==> src/rtl/iobus_pkg.sv <==
// Shared IO bus definitions for the MicroBlaze MCS IO bus blocks.
// Holds bus widths and the default read value returned for unmapped addresses.
package iobus_pkg;

    localparam int IO_DATA_W = 32;
    localparam int IO_ADDR_W = 32;

    localparam logic [IO_DATA_W-1:0] IO_DEFAULT_READ_DATA = 32'hFFFF_FFFF;

endpackage

==> src/rtl/iobus_sat_counter.sv <==
// Saturating up-counter with synchronous clear and sticky overflow flag.
// Ports: clk, rst_n (async, active low), inc, clr -> count[W-1:0], overflow.
module iobus_sat_counter #(
    parameter int W = 16
) (
    input  logic         clk,
    input  logic         rst_n,
    input  logic         inc,
    input  logic         clr,
    output logic [W-1:0] count,
    output logic         overflow
);

    localparam logic [W-1:0] MAX = '1;

    // Clear takes effect before a same-cycle increment.
    logic [W-1:0] w_base;
    logic         w_base_ovf;

    assign w_base     = clr ? '0 : count;
    assign w_base_ovf = clr ? 1'b0 : overflow;

    always_ff @(posedge clk or negedge rst_n) begin
        if (!rst_n) begin
            count    <= '0;
            overflow <= 1'b0;
        end else begin
            count    <= w_base;
            overflow <= w_base_ovf;
            if (inc) begin
                if (w_base == MAX) begin
                    overflow <= 1'b1;
                end else begin
                    count <= w_base + 1'b1;
                end
            end
        end
    end

endmodule

==> src/rtl/iobus_default_response.sv <==
// Catch-all IO bus responder: zero-wait ready, constant read data, miss diagnostics.
// Ports: clk, rst_n, io_* bus inputs, diag_clear -> io_read_data, io_ready, miss_* diagnostics.
module iobus_default_response
    import iobus_pkg::*;
#(
    parameter logic [IO_DATA_W-1:0] READ_DATA = IO_DEFAULT_READ_DATA,
    parameter int                   CNT_W     = 16
) (
    input  logic                 clk,
    input  logic                 rst_n,
    input  logic                 io_addr_strobe,
    input  logic                 io_read_strobe,
    input  logic                 io_write_strobe,
    input  logic [IO_ADDR_W-1:0] io_address,
    input  logic                 diag_clear,
    output logic [IO_DATA_W-1:0] io_read_data,
    output logic                 io_ready,
    output logic [CNT_W-1:0]     miss_count,
    output logic [IO_ADDR_W-1:0] miss_last_addr,
    output logic                 miss_last_write,
    output logic                 miss_pulse,
    output logic                 miss_overflow
);

    // Only the write strobe matters for classification: neither strobe
    // set is recorded as a read, so the read strobe carries no information.
    logic w_unused_read_strobe;
    logic w_miss;

    assign w_unused_read_strobe = io_read_strobe;
    assign w_miss               = io_addr_strobe;

    // Bus path is purely combinational so it works even while in reset.
    assign io_ready     = io_addr_strobe;
    assign io_read_data = READ_DATA;

    iobus_sat_counter #(
        .W (CNT_W)
    ) u_miss_cnt (
        .clk      (clk),
        .rst_n    (rst_n),
        .inc      (w_miss),
        .clr      (diag_clear),
        .count    (miss_count),
        .overflow (miss_overflow)
    );

    always_ff @(posedge clk or negedge rst_n) begin
        if (!rst_n) begin
            miss_last_addr  <= '0;
            miss_last_write <= 1'b0;
            miss_pulse      <= 1'b0;
        end else begin
            miss_pulse <= w_miss;
            if (diag_clear) begin
                miss_last_addr  <= '0;
                miss_last_write <= 1'b0;
            end
            // A coincident miss overrides the clear.
            if (w_miss) begin
                miss_last_addr  <= io_address;
                miss_last_write <= io_write_strobe;
            end
        end
    end

endmodule

==> config.mk <==
export PLATFORM = sky130hd
export DESIGN_NAME = iobus_default_response
export DESIGN_NICKNAME = d
export VERILOG_FILES = /design/src/rtl/iobus_pkg.sv /design/src/rtl/iobus_sat_counter.sv /design/src/rtl/iobus_default_response.sv
export SDC_FILE = /design/constraint.sdc
export NUM_CORES = 1
export LEC_CHECK = 0
export ABC_AREA = 1
export CAP_MARGIN = 10
export CORE_ASPECT_RATIO = 1.2
export CORE_UTILIZATION = 40
export CTS_BUF_LIST = sky130_fd_sc_hd__clkbuf_4
export CTS_CLUSTER_DIAMETER = 200
export DETAILED_ROUTE_END_ITERATION = 16
export MAX_ROUTING_LAYER = met4
export PLACE_DENSITY = 0.89
export SKIP_CTS_REPAIR_TIMING = 1
export SLEW_MARGIN = 40
export SYNTH_ARGS = -nofsm -noshare
export SYNTH_HDL_FRONTEND = slang
export SYNTH_SLANG_ARGS = --single-unit
==> constraint.sdc <==
create_clock -name clk -period 1.5 [get_ports clk]
set_input_delay 0.3 -clock clk [delete_from_list [all_inputs] [get_ports clk]]
set_output_delay 0.3 -clock clk [all_outputs]
set_load 0.1 [all_outputs]
Yosys cells after proc, flatten, opt, wreduce, memory -nomap -nowiden
Index checks and enable logic that the tools add are counted.
- flip-flop bits (word level): 51
- input port bits: 38
- output and inout port bits: 84
- logic and storage cells: 18
- add/sub/neg operators: 1
- equality and inequality tests: 1
- multiplexer cells: 10
- reduce and logical (&&, ||, !) cells: 1
- operator list (kind ; number):
    32-bit 2-to-1 mux ; 2
    16-bit 2-to-1 mux ; 3
    16-bit by 1-bit adder with 16-bit output (second input constant) ; 1
    16-bit equality test (second input constant) ; 1
    1-bit 2-to-1 mux ; 5
    2-bit nonzero test ; 1

Logic depth before layout (Yosys ltp)
Gate-level depths: netlist of the first run.
- depth in word-level cells: 4
- depth in mapped cells: 13
- gate-level depth less buffers: 12

Cells and area by module
A second synthesis of the first run with hierarchy kept.
- cell total of the unflattened synthesis: 364
- area, all modules: 2947.8 um2
- modules (own cells, without submodules) (module ; instances ; cells an instance ; area each (um2)):
    iobus_default_response ; 1 ; 175 ; 1582.8
    iobus_sat_counter ; 1 ; 189 ; 1365.1

Worst setup path after synthesis of the first run
No wires, ideal clock.
- path type: reg-to-reg
- start point: reg u_miss_cnt.count[0]
- end point: reg u_miss_cnt.count[12]
- data arrival time: 2.236 ns
- slack: -0.801 ns
- stages on the path, launching flop included: 11
- path buffers: 0
- path through: dfrtp_1 > nand2_1 > inv_1 > ha_1 > nand2_1 > nor2_4 > nand2_1 > nor2_2 > nand2_1 > or2_0 > nand2_1
- longest elaborated chain between the ends: 4
- elaborated cells between the ends (all ways): 5
- those cells by class: 1 x add/sub; 1 x eq/ne; 3 x mux
- ends and longest elaborated chain (item ; RTL line ; source):
    from (decl) ; iobus_sat_counter.sv:10 ; output logic [W-1:0] count,
    from (signal assigned) ; iobus_sat_counter.sv:28 ; count <= w_base;
    from (signal assigned) ; iobus_sat_counter.sv:34 ; count <= w_base + 1'b1;
    16-bit 2-to-1 mux * ; iobus_sat_counter.sv:20 ; assign w_base = clr ? '0 : count;
    16-bit by 1-bit adder with 16-bit output / 16-bit equality test (equally long branches) ; iobus_sat_counter.sv:34, iobus_sat_counter.sv:31 ;
    16-bit 2-to-1 mux * ; iobus_sat_counter.sv:31 ; if (w_base == MAX) begin
    16-bit 2-to-1 mux * ; iobus_sat_counter.sv:30 ; if (inc) begin
Every way passes the cells marked *; elsewhere a longest branch is shown, timed or not.
A chain may end at the register's enable or synchronous reset.

Worst setup path after layout of the first run
- start point: reg u_miss_cnt.count[1]
- end point: reg u_miss_cnt.count[12]
The elaborated chain is that of the path after synthesis.

==> results of run 1 <==
[worst max-delay path, cell delays in order (launching register included)]
cell and delay, ns:
dfrtp_4 0.45, inv_2 0.05, nor2_4 0.13, ha_4 0.16, nand2_4 0.05, nor2_4 0.17
nand2_2 0.09, nor2_2 0.11, nand2_1 0.09, or2_0 0.21, nand2_1 0.08
[cell families after synthesis]
| kind of cell | Yosys count | synth area share (%) |
|---|---|---|
| compound gates | 16 | 2.80 |
| buf+inv | 78 | 15.5 |
| flops | 51 | 44.6 |
| xor+xnor | 4 | 1.23 |
| simple gates | 226 | 35.3 |
| other cells | 1 | 0.131 |
| fa+ha+maj | 1 | 0.437 |
[cell type report]
class / count / area (sq um) / area share (%)
Timing Repair Buffer: 131 / 1760 / 37.4
Tap cell: 87 / 109 / 2.32
Clock inverter: 2 / 12.5 / 0.267
Clock buffer: 6 / 45.0 / 0.960
Multi-Input combinational cell: 279 / 1360 / 28.9
Sequential cell: 51 / 1300 / 27.7
Inverter: 29 / 111 / 2.37
[placed cells by master (no fill, tap or decap), types with 2 or more instances in the layout]
cell type / Yosys / final
nand2_1: 130 / 124
buf_12: 0 / 54
nand3_1: 50 / 45
buf_4: 33 / 37
dfrtp_1: 51 / 36
clkdlybuf4s50_1: 0 / 33
conb_1: 1 / 32
inv_1: 27 / 24
nor2_1: 25 / 20
dfrtp_2: 0 / 13
o21ai_1: 0 / 10
nor2_4: 6 / 9
nand2_2: 2 / 7
nand3_2: 3 / 6
clkbuf_4: 1 / 6
nand4_1: 5 / 5
o21ai_0: 15 / 5
nor2_2: 2 / 4
inv_2: 1 / 3
xor2_1: 3 / 3
buf_6: 2 / 3
nand3_4: 0 / 2
buf_2: 6 / 2
dfrtp_4: 0 / 2
[per-stage QoR]
stage	hold WS, ns	utilization (%)	setup TNS [ns]	area [sq um]	std cells
after detailed placement	0.319	65.7	-9.15	4500	571
after global routing	0.343	68.4	-3.04	4690	585
after CTS	-0.0940	66.6	-2.54	4560	579
after global placement	0.313	65.7	-7.90	4500	571
after floorplan	0.00441	-	-3.98	3040	408
final	0.367	68.4	-1.69	4690	585
[Yosys cell counts]
cell,instances
buf_6,2
o21ai_0,15
xnor2_1,1
clkbuf_1,7
a21oi_1,1
nand2_2,2
xor2_1,3
buf_2,6
dfrtp_1,51
nor2_4,6
inv_1,27
or2_0,1
nor3_1,1
nand4_2,1
nand2_1,130
nor2_2,2
nand3_1,50
nand4_1,5
clkbuf_4,1
buf_4,33
clkinv_1,1
nor2_1,25
nand3_2,3
inv_2,1
ha_1,1
conb_1,1
[power by group through the flow]
| stage | sequential, mW | combinational, mW | clock [mW] |
|---|---|---|---|
| floorplan | 2.05 | 0.568 | 0 |
| detailed placement | 1.56 | 1.56 | 0 |
| CTS | 1.53 | 1.56 | 0.654 |
| finish | 1.53 | 1.57 | 0.626 |
| global placement | 1.55 | 1.54 | 0 |
| global route | 1.54 | 1.62 | 0.707 |
[final timing paths]
| check | end | slack (ns) | cells past startpoint |
|---|---|---|---|
| worst max-delay path | u_miss_cnt.count[12] | -0.14 | 10 |
| min in group asynchronous | u_miss_cnt.count[12] | 0.44 | 3 |
| worst min-delay path | miss_pulse | 0.37 | 2 |
| worst min register to register | miss_last_write | 0.58 | 2 |
| worst max register to register | u_miss_cnt.count[12] | -0.14 | 10 |
| max in group asynchronous | u_miss_cnt.count[15] | 0.78 | 3 |
[metal layers]
metal / wire length (microns) / track usage [%] / vias up
met1: 3060 / 23.7 / 1332
met5: 0 / - / -
li1: - / - / 1351
met3: 519 / 4.06 / 26
met4: 259 / 8.79 / 0
met2: 4240 / 38.9 / 147
[state kept, by name (all words and copies together), names as in the netlist]
register / count
u_miss_cnt.count: 16
miss_last_write: 1
u_miss_cnt.overflow: 1
miss_last_addr: 32
miss_pulse: 1
==> reports/metrics.cfg, run 1 <==
[power]
seqPwrFrac_pct = 41.1
power_frac_clock_pct = 16.8
internal_power_mw = 2.10
swShare_pct = 43.5
comb_power_share_pct = 42.1
p_switching_mw = 1.62
power.leakage_nw = 2.30
vdd_drop_max_mv = 0.610
power_density_nw_per_um2 = 795
report.power.total_mw = 3.73

[drt]
dr.pass1.iters = 4
vias = 2856
drt-total-wl_microns = 8080
vias_per_cell = 4.88
ant_nets = 0
drc = 0
drt_iter0_markers = 148
wire_per_inst_microns = 13.8

[worst_setup_path]
critPathArrivalTime_ns = 1.95
start_kind = register
worst_setup_path_end_kind = register
cp_data_required_time_ns = 1.81
r2r-start = u_miss_cnt.count[1]
path_max_fanout = 4
path_class = reg -> reg
crit_path_start = u_miss_cnt.count[1]

[worst_hold_path]
hold_path.startpoint = io_addr_strobe
worstHoldPathType = in -> reg

[yosys]
synth_area_leader_cell = dfrtp_1
yosys_warnings = 0
syn_avg_cell_area_sq_um = 7.59
synth_cell_types = 26
synth_area_sq_um = 2860
synth_area_leaders = dfrtp_1 (45%), nand2_1 (17%), nand3_1 (8.7%)
yosysSeqAreaShare_pct = 44.6
synth_top_area_share_pct = 44.6
ys_seq_elements = 51
synthCells = 377

[timing]
setup_violations = 18
rsz0062_at_grt = yes
drv_slew = 0
hold_viol = 0
skew_ns = 0.0192
fmax_mhz = 609
setup_ws_ns = -0.142
fin_crit_sh_pct = 109
fin_crit_ns = 1.64

[clock_network]
htree_levels = 2
clkTransAtPathRegs_ns = 0.15
clock-sinks = 51
clock_path_buffers = 2
cts_root_buffer = clkbuf_4
numCtsBuffers = 5
clock_latency_ns = 0.36
cts_tree = yes

[floorplan]
core_area_sq_um = 6850
num_io_pins = 122
initial_core_util_pct = 41.7
die_y_microns = 94.6
row_count = 33
dieWidth_microns = 79.2
die_area_sq_um = 7490

[grt]
grt_pass1_wl_microns = 12400
gr-total-overflow = 0
antenna_found_initial = 0
grt_pass1_vias = 2752
gr-usage-all-layers_pct = 21.8
grt_max_degree = 52

[cells_and_area]
antennaDiodeCount = 0
drive_gt1_share_pct = 30.9
syn2layout_area_growth_pct = 64.0
fill_cells = 503
final_nets = 536

[placement]
port_buffers = 88
globalplace.congestion = 0.908
pre_cts_slack_ns = -0.562
place_hpwl_microns = 5850

[flow_run]
maxCapViolations = 0

[outcome]
violations = setup timing
status = finished, violations left

(Power assumes the default switching activity.)
==> run 2, diff against run 1 <==
CORE_UTILIZATION = 33   (was 40)
PLACE_DENSITY = 0.77   (was 0.89)
==> run 2 against run 1 <==
Net effect: the flow still finishes with violations (setup timing); final area decreased by 0.69%; clock-buffer cell count is 1 lower; combinational power is essentially flat; first-iteration DRC count is 13% higher; global-route usage decreased by 4.1 points; total power rose by 4.5%; clock skew is 0.0065 ns lower; final cell count increased by 3.6%; critical path depth unchanged; critical endpoint is now u_miss_cnt.count[4]; largest power group unchanged.
==> reports/metrics.cfg, run 2 (synthesis results as in run 1) <==
[cells_and_area]
final_common_cell = nand2_1
utilization_pct = 56.5  ; -12 points
largest_reg_flops = 32  ; unchanged
final_nets = 530  ; -1.1%
antennaDiodeCount = 0  ; unchanged
top_register = miss_last_addr
syn2layout_area_growth_pct = 62.9
finalNonFillerCells = 606  ; +3.6%
mostFrequentLayoutCells = nand2_1 (125), buf_12 (54), nand3_1 (49)
reg_top3 = miss_last_addr: 32 flops, u_miss_cnt.count: 16 flops
finish.instance_area_sq_um = 4660  ; -0.69%
drive_gt1_share_pct = 28.5  ; -2.5 points

[outcome]
status = finished, violations left
violations = setup timing

[floorplan]
row_count = 36  ; +9.1%
num_io_pins = 122  ; unchanged
initial_core_util_pct = 34.7  ; -7.0 points
die_y_microns = 104  ; +9.9%
die_area_sq_um = 9050  ; +21%
dieWidth_microns = 87.0  ; +9.8%
core_area_sq_um = 8240  ; +20%

[timing]
skew_ns = 0.0127  ; -0.00654 ns
fin_crit_sh_pct = 106  ; -3.8 points
fin_crit_ns = 1.59  ; -0.0567 ns
drv_slew = 0  ; unchanged
hold_viol = 0  ; unchanged
fmax_mhz = 631  ; +3.6%
setup_violations = 18  ; unchanged
setup_ws_ns = -0.0852  ; +0.0567 ns
rsz0062_at_grt = yes

[placement]
globalplace.congestion = 0.851  ; -6.3%
pre_cts_slack_ns = -0.618  ; -0.0566 ns
placed_area_sq_um = 4510  ; about the same
port_buffers = 88  ; unchanged
place_hpwl_microns = 5670  ; -3.1%
dp_cells = 594  ; +4.0%

[drt]
drt-total-wl_microns = 7580  ; -6.1%
ant_nets = 0  ; unchanged
wire_per_inst_microns = 12.5  ; -9.4%
vias = 2743  ; -4.0%
drt_iter0_markers = 167  ; +13%
drc = 0  ; unchanged
vias_per_cell = 4.53  ; -7.3%
dr.pass1.iters = 4  ; unchanged

[power]
power_density_nw_per_um2 = 836  ; +5.2%
vdd_drop_max_mv = 0.564  ; -7.5%
power.leakage_nw = 2.23  ; -2.9%

[worst_setup_path]
cp_slowest_cell = dfrtp_4
max_stage_delay_ns = 0.52  ; +0.07 ns
critPathArrivalTime_ns = 1.84  ; -0.11 ns
cp_data_required_time_ns = 1.76  ; -0.05 ns
path_max_fanout = 4  ; unchanged
path_class = reg -> reg
start_kind = register
worst_setup_path_end_kind = register
path_cells = nand2_4 -> inv_2 -> ha_4 -> nand2_2 -> nor2_4 -> buf_4 -> buf_4 -> xor2_1 -> o21ai_1 -> o21ai_1

[clock_network]
htree_levels = 2  ; unchanged
clock_path_buffers = 2  ; unchanged
clock_latency_ns = 0.37  ; about the same
clock-sinks = 51  ; unchanged
cts_root_buffer = clkbuf_4
clkTransAtPathRegs_ns = 0.16  ; about the same
numCtsBuffers = 5  ; unchanged
cts_tree = yes

[grt]
grt_pass1_wl_microns = 12400  ; +0.11%
grt_max_degree = 52  ; unchanged
grt_pass1_vias = 2536  ; -7.8%
gr-total-overflow = 0  ; unchanged
antenna_found_initial = 0  ; unchanged
gr-usage-all-layers_pct = 17.7  ; -4.1 points

[flow_run]
maxCapViolations = 0  ; unchanged

[worst_hold_path]
worstHoldPathType = in -> reg

## run 2: changes by cell type in the layout (fill, tap and decap cells not counted), moves of 2 or more
cell / before / now
buf_4: 37 / 31
o21ai_0: 5 / 10
o21ai_1: 10 / 5
nand3_1: 45 / 49
nand3_2: 6 / 2
nor2_1: 20 / 22
nor2_4: 9 / 7
## run 2: path summary, 6_finish.rpt
kind / startpoint / end / slack [ns] / cells after the start
worst max-delay path: u_miss_cnt.count[0] / u_miss_cnt.count[4] / -0.09 / 10
worst min-delay path: io_addr_strobe / miss_pulse / 0.37 / 2
worst max register to register: u_miss_cnt.count[0] / u_miss_cnt.count[4] / -0.09 / 10
worst min register to register: u_miss_cnt.overflow / u_miss_cnt.overflow / 0.57 / 2
max in group asynchronous: rst_n / u_miss_cnt.count[10] / 0.81 / 3
min in group asynchronous: rst_n / u_miss_cnt.count[6] / 0.43 / 3
## run 2: critical path, delay by kind of cell, from the launching register on
kind	cells	cell delay, ns
xor+xnor	1	0.13
flops	1	0.52
fa+ha+maj	1	0.16
simple gates	3	0.21
buf+inv	3	0.31
compound gates	2	0.17
## run 2: per-stage QoR
stage	setup TNS, ns	power, mW	hold slack, ns
2_1_floorplan	-3.98	2.62	0.00441
3_3_place_gp	-8.73	3.09	0.313
3_5_place_dp	-9.74	3.11	0.316
4_1_cts	-3.06	3.93	-0.115
5_1_grt	-2.93	4.03	0.356
6_report	-0.931	3.89	0.366
## run 2: layout make-up
cell class	count	area, sq um
Clock buffer	5	37.5
Clock inverter	3	42.5
Fill cell	729	3580
Inverter	29	111
Multi-Input combinational cell	279	1320
Sequential cell	51	1300
Tap cell	114	143
Timing Repair Buffer	124	1700
Timing Repair inverter	1	5.00
## run 2: report_power, final
part	switching [mW]	total, mW	leakage (nW)	internal (mW)
combinational	1.11	1.55	1.55	0.443
clock	0.458	0.811	0.0432	0.353
sequential	0.0804	1.53	0.638	1.45
total	1.65	3.89	2.23	2.25
## run 2: metal layers
metal | vias up | part of all wire (%) | global-route usage (%) | wire length, microns
met2 | 111 | 53 | 30.0 | 3980
li1 | 1341 | - | - | -
met5 | - | 0 | - | 0
met3 | 9 | 6.2 | 3.89 | 467
met4 | 0 | 1.3 | 4.05 | 99
met1 | 1282 | 40 | 21.3 | 3030
